--- config.mk ---
export PLATFORM = sky130hd
export DESIGN_NAME = video_proc_pipe_p
export DESIGN_NICKNAME = d
export VERILOG_FILES = /design/src/rtl/video_proc_pkg.sv /design/src/rtl/vp_sync_fifo.sv /design/src/rtl/video_proc_pipe_p.sv
export SDC_FILE = /design/constraint.sdc
export NUM_CORES = 2
export LEC_CHECK = 0
export ABC_AREA = 1
export CORE_MARGIN = 3
export CORE_UTILIZATION = 45
export CTS_BUF_LIST = sky130_fd_sc_hd__clkbuf_8 sky130_fd_sc_hd__clkbuf_16
export DETAILED_ROUTE_END_ITERATION = 10
export SLEW_MARGIN = 20
export SYNTH_ARGS = -nofsm -noshare
export SYNTH_HDL_FRONTEND = slang
export SYNTH_SLANG_ARGS = --single-unit
--- constraint.sdc ---
create_clock -name clk -period 3.8 [get_ports clk]
set_input_delay 0.95 -clock clk [delete_from_list [all_inputs] [get_ports clk]]
set_output_delay 0.95 -clock clk [all_outputs]
set_load 0.01 [all_outputs]
--- src/rtl/video_proc_pkg.sv ---
// video_proc_pkg: shared constants, write FSM states and the saturation helper for video_proc_pipe_p
package video_proc_pkg;
  localparam int BRT_UNITY = 64;
  localparam int BRT_SHIFT = 6;
  typedef enum logic {IDLE, REQ} vp_wr_state_e;
  // Clamp to 2**dw-1 when any bit at or above dw is set; caller keeps the low dw bits.
  function automatic logic [31:0] vp_sat(input logic [63:0] wide, input int dw);
    return ((wide >> dw) != 64'd0) ? 32'((64'd1 << dw) - 64'd1) : wide[31:0];
  endfunction
endpackage

--- src/rtl/vp_sync_fifo.sv ---
// vp_sync_fifo: first-word-fall-through FIFO exposing the two oldest entries, sticky overflow flag
module vp_sync_fifo #(
  parameter int WIDTH = 8,
  parameter int DEPTH = 8
) (
  input  logic                     clk,
  input  logic                     rst_n,
  input  logic                     push,
  input  logic                     pop,
  input  logic [WIDTH-1:0]         din,
  output logic [WIDTH-1:0]         head,
  output logic [WIDTH-1:0]         head2,
  output logic                     full,
  output logic                     empty,
  output logic [$clog2(DEPTH):0]   count,
  output logic                     ovf
);
  localparam int PW = $clog2(DEPTH);
  logic [WIDTH-1:0] mem [DEPTH];
  logic [PW-1:0] rd, wr;
  logic do_push, do_pop;
  assign full = count == (PW+1)'(DEPTH);
  assign empty = count == '0;
  assign do_push = push & ~full;
  assign do_pop = pop & ~empty;
  assign head = mem[rd];
  assign head2 = mem[rd + PW'(1)];
  always_ff @(posedge clk or negedge rst_n)
    if (!rst_n) begin
      rd <= '0;
      wr <= '0;
      count <= '0;
      ovf <= 1'b0;
    end else begin
      if (do_push) wr <= wr + PW'(1);
      if (do_pop) rd <= rd + PW'(1);
      count <= count + (PW+1)'(do_push) - (PW+1)'(do_pop);
      if (push & full) ovf <= 1'b1;
    end
  always_ff @(posedge clk)
    if (do_push) mem[wr] <= din;
endmodule

--- src/rtl/video_proc_pipe_p.sv ---
// video_proc_pipe_p: gain/saturate, optional check pattern (VP_CHECK_EN), FIFO, REQ/ACK frame-memory writer
module video_proc_pipe_p
  import video_proc_pkg::*;
#(
  parameter int NCH    = 3,
  parameter int DW     = 16,
  parameter int BW     = 7,
  parameter int DEPTH  = 8,
  parameter int AW     = 19,
  parameter int FWORDS = 131072
) (
  input  logic              clk,
  input  logic              rst_n,
  input  logic              in_valid,
  output logic              in_ready,
  input  logic              in_sof,
  input  logic [NCH*DW-1:0] in_pix,
  input  logic [BW-1:0]     brightness,
  input  logic              check,
  input  logic [DW-1:0]     chk_word,
  input  logic              frame_alt_frz,
  input  logic              fm_cycle_en,
  output logic              fm_wr_req,
  input  logic              fm_wr_ack,
  output logic [AW-1:0]     fm_wr_adrs,
  output logic [NCH*DW-1:0] fm_wr_d,
  output logic              fifo_ovf
);
  localparam int PWW = DW + BW;
  localparam int OW = AW - 1;
  localparam int FW = NCH*DW + 1;
  localparam int CW = $clog2(DEPTH) + 1;
  logic rdy_en, accept, v1, sof1, chk1, v2, sof2;
  logic [NCH*PWW-1:0] p1;
  logic [NCH*DW-1:0] s_nxt, s2;
  logic [31:0] sat;
  logic [FW-1:0] head, head2, load_word;
  logic empty, fifo_full_unused, pop, load, lbank, bank;
  logic [CW-1:0] cnt;
  logic [OW-1:0] nxt_off, inc, base, cur_off;
  vp_wr_state_e state, state_nxt;
  assign accept = in_valid & in_ready;
  // Count words still in the gain pipeline so nothing can arrive at a full FIFO.
  assign in_ready = rdy_en & ((cnt + CW'(v1) + CW'(v2)) < CW'(DEPTH));
  assign cur_off = fm_wr_adrs[OW-1:0];
  assign inc = (cur_off == OW'(FWORDS-1)) ? OW'(0) : cur_off + OW'(1);
  assign fm_wr_req = state == REQ;
  always_comb begin
    s_nxt = '0;
    sat = '0;
    for (int c = 0; c < NCH; c++) begin
      sat = vp_sat(64'(p1[c*PWW +: PWW] >> BRT_SHIFT), DW);
      s_nxt[c*DW +: DW] = sat[DW-1:0];
    end
`ifdef VP_CHECK_EN
    if (chk1) s_nxt = {NCH{chk_word}};
`endif
  end
`ifndef VP_CHECK_EN
  logic unused_chk;
  assign unused_chk = &{1'b0, chk1, chk_word};
`endif
  always_ff @(posedge clk or negedge rst_n)
    if (!rst_n) begin
      rdy_en <= 1'b0;
      v1 <= 1'b0;
      sof1 <= 1'b0;
      chk1 <= 1'b0;
      p1 <= '0;
      v2 <= 1'b0;
      sof2 <= 1'b0;
      s2 <= '0;
    end else begin
      rdy_en <= 1'b1;
      v1 <= accept;
      v2 <= v1;
      if (accept) begin
        sof1 <= in_sof;
        chk1 <= check;
        for (int c = 0; c < NCH; c++)
          p1[c*PWW +: PWW] <= PWW'(in_pix[c*DW +: DW]) * PWW'(brightness);
      end
      if (v1) begin
        sof2 <= sof1;
        s2 <= s_nxt;
      end
    end
  vp_sync_fifo #(.WIDTH(FW), .DEPTH(DEPTH)) u_fifo (
    .clk   (clk),
    .rst_n (rst_n),
    .push  (v2),
    .pop   (pop),
    .din   ({sof2, s2}),
    .head  (head),
    .head2 (head2),
    .full  (fifo_full_unused),
    .empty (empty),
    .count (cnt),
    .ovf   (fifo_ovf)
  );
  // In REQ the head is the word on the bus, so a back-to-back load takes the entry behind it.
  always_comb begin
    pop = (state == REQ) & fm_wr_ack;
    load = (state == IDLE) ? (~empty & fm_cycle_en) : (pop & fm_cycle_en & (cnt > CW'(1)));
    state_nxt = load ? REQ : (pop ? IDLE : state);
    load_word = (state == REQ) ? head2 : head;
    base = (state == REQ) ? inc : nxt_off;
    lbank = (load_word[FW-1] & ~frame_alt_frz) ? ~bank : bank;
  end
  always_ff @(posedge clk or negedge rst_n)
    if (!rst_n) begin
      state <= IDLE;
      bank <= 1'b0;
      nxt_off <= '0;
      fm_wr_adrs <= '0;
      fm_wr_d <= '0;
    end else begin
      state <= state_nxt;
      if (pop) nxt_off <= inc;
      if (load) begin
        bank <= lbank;
        fm_wr_adrs <= {lbank, load_word[FW-1] ? OW'(0) : base};
        fm_wr_d <= load_word[FW-2:0];
      end
    end
endmodule
=== Yosys cells after proc, flatten, opt, wreduce, memory -nomap -nowiden ===
Memories as Yosys holds them, arrays and structs flattened.
Index checks and enable logic that the tools add are counted.

* Register bits after elaboration: 220
* RAM bits: 392
* Input port bits: 79
* Output and inout port bits: 70
* Word-level logic and storage cells: 60
* Memories: 1

* Add/subtract/negate cells: 7
* $mul: 3
* Magnitude comparators: 2
* Equal/unequal tests: 2
* Multiplexer cells: 13
* Bitwise gates (word level): 14
* Reduce and logical (&&, ||, !) cells: 2

{| class="wikitable"
|+ Memory list
! name !! depth !! bits a word !! rd ports !! clocked after Yosys merged registers in !! write ports !! line !! RTL
|-
| u_fifo.mem || 8 || 49 || 2 || 0 || 1 || vp_sync_fifo.sv:19 || <nowiki>logic [WIDTH-1:0] mem [DEPTH];</nowiki>
|}

{| class="wikitable"
|+ Operator list
! cell !! number
|-
| $mul A16 B7 Y23 || 3
|-
| $mux W18 || 3
|-
| $mux W49 || 1
|-
| $mux W16 || 3
|-
| $add A18 B1 Y18 const B || 1
|-
| $eq A18 B17 Y1 const B || 1
|-
| $add A4 B1 Y4 || 3
|-
| $and A1 B1 Y1 || 10
|-
| $add A3 B1 Y3 const B || 2
|-
| $mux W1 || 6
|-
| $eq A4 B4 Y1 const B || 1
|-
| $gt A4 B1 Y1 const B || 1
|-
| $logic_not A4 Y1 || 1
|-
| $lt A4 B4 Y1 const B || 1
|-
| $not A1 Y1 || 4
|-
| $sub A4 B1 Y4 || 1
|-
| $reduce_bool A2 Y1 || 1
|}

=== Depth between registers and ports, before layout ===
* Depth after elaboration: 5
* Depth in mapped cells: 24
* Gate-level depth less buffers: 22

=== By module ===
A second synthesis with hierarchy kept.

* Cells, all modules: 5332
* Area, all modules: 40965.5 µm²

{| class="wikitable"
|+ By module, submodules not included
! module !! times used !! cells each !! area each (µm²) !! seq. area each (µm²)
|-
| vp_sync_fifo || 1 || 2676 || 21450.6 || 12046.6
|-
| video_proc_pipe_p || 1 || 2656 || 19515.0 || 4754.6
|}

=== Worst setup path after synthesis ===
No wires, ideal clock.

* Path type: input-to-reg
* Start point: input brightness[4]
* End point: register p1[62]
* Library setup time: 0.117 ns
* Data arrival time: 4.790 ns
* Required time: 3.683 ns
* Setup slack: -1.107 ns
* Cell stages on the path: 20
* Path buffers: 2
* Path through: clkbuf_1 > buf_1 > nand2_1 > fa_1 > fa_1 > inv_1 > fa_1 > inv_1 > fa_1 > inv_1 > ha_1 > nand2_1 > nor2_1 > nor2_1 > nand2_1 > nand3_1 > nand2_1 > or2_2 > nand3_1 > nand2_1

* Longest elaborated chain between the ends: 1

{| class="wikitable"
|+ RTL lines
! item !! line !! RTL
|-
| start, declared || video_proc_pipe_p.sv:18 || <nowiki>input logic [BW-1:0] brightness,</nowiki>
|-
| $mul A16 B7 Y23 || video_proc_pipe_p.sv:81 || <nowiki>p1[c*PWW +: PWW] <= PWW'(in_pix[c*DW +: DW]) * PWW'(brightness);</nowiki>
|-
| end signal, assigned by index || video_proc_pipe_p.sv:81 ||
|-
| end, declared || video_proc_pipe_p.sv:34 || <nowiki>logic [NCH*PWW-1:0] p1;</nowiki>
|}

Every way passes these cells.
A chain may end at the register's enable or synchronous reset.

=== Final worst setup path ===
* Start point: input brightness[3]
* End point: register p1[68]

Same word-level chain as after synthesis.

==> impl_metrics.tcl <==
set metrics [dict create \
    status "finished, violations left" \
    violations "negative setup slack" \
    clk_transition_reported_paths_ns 0.06 \
    avgSynthCellArea_um2 8.721 \
    crit_start "brightness[3]" \
    cts_tree "done" \
    start_util 0.4557 \
    worst_pin_slew_ns 1.085 \
    finalHoldViolations 0 \
    syn_to_final_growth_pct 22.77 \
    pwr_density_cell_mw_per_mm2 811.8 \
    drive_gt1_frac 0.1840 \
    rrSetupSlack_ns 0.99 \
    ant_nets 0 \
    crit_type "input pin to register" \
    antenna_found_initial 1 \
    dpl-instance-area_mm2 0.04276 \
    clock_latency_ns 0.63 \
    drcViolationCount 0 \
    numPortBuffers 131 \
    core_area_mm2 0.08382 \
    reg2regPathDepth 7 \
    synthMuxAreaShare 0 \
    initialDrtViolationCount 2318 \
    worst_slack_ns -0.4360 \
    cp_data_required_time_ns 4.32 \
    root_buffer "clkbuf_16" \
    whs_ns 0.2915 \
    ctsHoldBuffers 0 \
    hpwlAfterDp_um 62960 \
    synth_nets 4792 \
    grt_use_met1 0.3098 \
    syn_area_mm2 0.03820 \
    fmax_ghz 0.2361 \
    yosysUniqueCellTypes 42 \
    synthArstFlopShare 0.3390 \
    met2_usage 0.3643 \
    setup_violations 48 \
    instances_no_fill 5829 \
    numCtsBuffers 59 \
    synth-compound-area-share 0.1582 \
    yosys_warnings 0 \
    place.gp.congestion 0.8835 \
    endpoint "p1[68]" \
    yosys.area_share.adder 0.1494 \
    vias_per_cell 5.290 \
    fin_worst_skew_ns 0.01898 \
    grt_pass1_wl_um 160700 \
    cp_max_fo 4 \
    synth_top_family_by_area "compound AO/OA/AOI/OAI gates" \
    num_vias 30837 \
    overflow 0 \
    dieArea_mm2 0.08841 \
    cap_violations 0 \
    synth_seq_area_share 0.4399 \
    finalWirelength_um 99920 \
    crit_path_end_kind "register" \
    slew_viol_final 0 \
    stdcell_area_mm2 0.04690 \
    timing.rr.end "fm_wr_d[32]" \
    ir_drop_mv 0.6573 \
    die_h_um 297.3 \
    fill_cells 7408 \
    ys_ff_latch 593 \
    dp_cells 5669 \
    synthSimpleGateAreaFrac 0.1535 \
    start_kind "input pin" \
    rsz0062_at_grt "yes" \
    clock-sinks 593 \
    critical_path_arrival_ns 4.75 \
    grt_use_met3 0.02730 \
    dp_slack_ns -1.426 \
    drtPass1Iterations 6 \
    fin_setup_tns_ns -13.38 \
    synthCells 4380 \
    num_io_pins 149 \
    grt_max_degree 207 \
    placementRows 106 \
    period_needed_ns 4.236 \
    yosys_most_used_dff "edfxtp_1" \
    wire_per_inst_um 17.14 \
    diodes 0 \
    slew_headroom 0.2765 \
    first_global_vias 30106 \
    hold_path.class "input pin to asynchronous set/reset pin" \
    clk_path_buf_depth 3 \
    floorplan.die.width_um 297.3 \
    fin_nets 5056 \
    track_usage 0.2229 \
    htree_num_levels 2 \
    synth-xor-area-share 0.008222 \
    crit-reg2reg-launch "u_fifo.rd[0]" \
    p_leak_nw 21.00 \
    period_share 1.115 \
    grt_busiest_layer "met2" \
    synth-edff-count 392 \
]
through the flow:
stage	power (mW)	util
global placement	29.01	0.5101
floorplan	22.88	-
detailed placement	29.25	0.5101
global route	40.97	0.5595
CTS	37.09	0.5521
finish	38.07	0.5595
how the worst min path moves through the flow:
stage / from / to / slack (ns) / cells after the start
floorplan: fm_wr_adrs[18] / fm_wr_adrs[18] / 0.44 / 1
global placement: p1[40] / p1[40] / 0.46 / 2
detailed placement: p1[62] / p1[62] / 0.46 / 2
CTS: rst_n / s2[19] / 0.31 / 1
global route: rst_n / fm_wr_d[19] / 0.34 / 1
finish: rst_n / fm_wr_d[19] / 0.29 / 1
state kept, by name, indices dropped and copies added (netlist names):
signal        count
fm_wr_adrs       19
v2                1
u_fifo.wr         3
s2               48
rdy_en            1
sof1              1
u_fifo.rd         3
fm_wr_req         1
fm_wr_d          48
u_fifo.ovf        1
v1                1
nxt_off          18
u_fifo.count      4
sof2              1
p1               51
u_fifo.mem      392
synthesized netlist by cell type (4+ instances only):
| master | instances | area, µm² |
|---|---|---|
| buf_2 | 64 | 320.3 |
| nand2_1 | 830 | 3115 |
| dfrtp_1 | 201 | 5030 |
| nor3_1 | 17 | 85.08 |
| a21o_1 | 7 | 52.55 |
| and2_1 | 6 | 37.54 |
| inv_2 | 5 | 18.77 |
| o211ai_1 | 107 | 803.3 |
| o21ai_0 | 491 | 2457 |
| buf_6 | 10 | 112.6 |
| clkbuf_1 | 130 | 488.0 |
| o2111ai_1 | 4 | 35.03 |
| edfxtp_1 | 392 | 11770 |
| xnor2_1 | 25 | 219.0 |
| a211oi_1 | 4 | 30.03 |
| nand3b_1 | 11 | 82.58 |
| ha_1 | 128 | 1602 |
| o21ai_1 | 90 | 450.4 |
| buf_4 | 15 | 112.6 |
| clkbuf_2 | 4 | 20.02 |
| a21oi_1 | 221 | 1106 |
| o21bai_1 | 8 | 60.06 |
| nand4_1 | 19 | 118.9 |
| o21a_1 | 55 | 412.9 |
| or2_2 | 6 | 37.54 |
| buf_1 | 19 | 71.32 |
| nand3_1 | 149 | 745.7 |
| xor2_1 | 9 | 78.83 |
| fa_1 | 205 | 4104 |
| nor4_1 | 5 | 31.28 |
| o22ai_1 | 98 | 613.1 |
| nor2_1 | 419 | 1573 |
| inv_1 | 617 | 2316 |
layer usage:
metal  vias to the layer above  wire length [µm]
met4                         0              2924
met1                     14688             44640
li1                      15007                 -
met3                       195              6072
met5                         -                 0
met2                       947             46290
worst max-delay path, stage by stage:
cell       delay, ns
bufbuf_16       0.25
buf_4           0.14
nand2_1         0.05
inv_1           0.05
fa_1            0.47
fa_1            0.53
fa_1            0.53
inv_1           0.05
fa_1            0.52
inv_2           0.05
ha_4            0.29
nand2_4         0.06
nor2_4          0.09
inv_2           0.06
nor4_4          0.27
nand3_1         0.14
nand2_1         0.08
nand2_1         0.05
nand3_1         0.06
nand2_1         0.06
placed cells by master, fill, tap and decap left out, types with 11 or more instances in the layout:
master,synthesis,layout
nand4_1,19,19
o211ai_1,107,107
ha_1,128,83
clkdlybuf4s15_2,0,12
dlygate4sd2_1,0,11
nor2_1,419,375
dfrtp_1,201,198
clkinv_2,0,21
buf_4,15,237
nand3b_1,11,11
o21ai_1,90,120
nor2_4,0,34
ha_4,0,44
inv_1,617,553
o22ai_1,98,98
o21ai_0,491,446
a21oi_4,0,15
fa_1,205,195
clkdlybuf4s50_1,0,78
a21oi_1,221,178
buf_2,64,16
a21oi_2,0,28
nand3_1,149,140
o21ai_2,0,11
buf_6,10,39
xnor2_2,1,18
inv_2,5,78
nand2_2,1,66
nand2_4,1,43
o21a_1,55,55
buf_12,0,30
clkbuf_16,0,60
edfxtp_1,392,392
nand2_1,830,722
power by group:
group | switching [mW] | leakage [nW] | total, mW | internal, mW
registers | 1.35 | 6.06 | 10.1 | 8.73
clock network | 2.48 | 1.05 | 6.02 | 3.54
logic | 12.8 | 13.9 | 22.0 | 9.18
total | 16.6 | 21.0 | 38.1 | 21.4
cell families after synthesis:
logic type | after synthesis
and+or+nand+nor | 1466
DFF | 593
other | 1
buffers and inverters | 865
AOI/OAI and AO/OA | 1087
adders and majority gates | 333
xor gates and xnor gates | 35
area by class of cell:
| class | count | area, µm² | share of cell area |
|---|---|---|---|
| clock buffers | 63 | 1543 | 0.03290 |
| repair buffers | 445 | 4314 | 0.09200 |
| inverters | 623 | 2352 | 0.05016 |
| well taps | 1134 | 1419 | 0.03026 |
| flip-flops and latches | 593 | 16810 | 0.3585 |
| clock inverters | 49 | 478.0 | 0.01019 |
| multi-input cells | 2922 | 19980 | 0.4260 |
what timing repair did:
action	4_1_cts	5_1_grt
cloned	7	0
hold endpoints to repair	0	0
buffers inserted	33	10
pin swaps	152	134
endpoints found under the setup margin	51	51
resized for setup	429	165
Power figures use the tool's default switching activity.
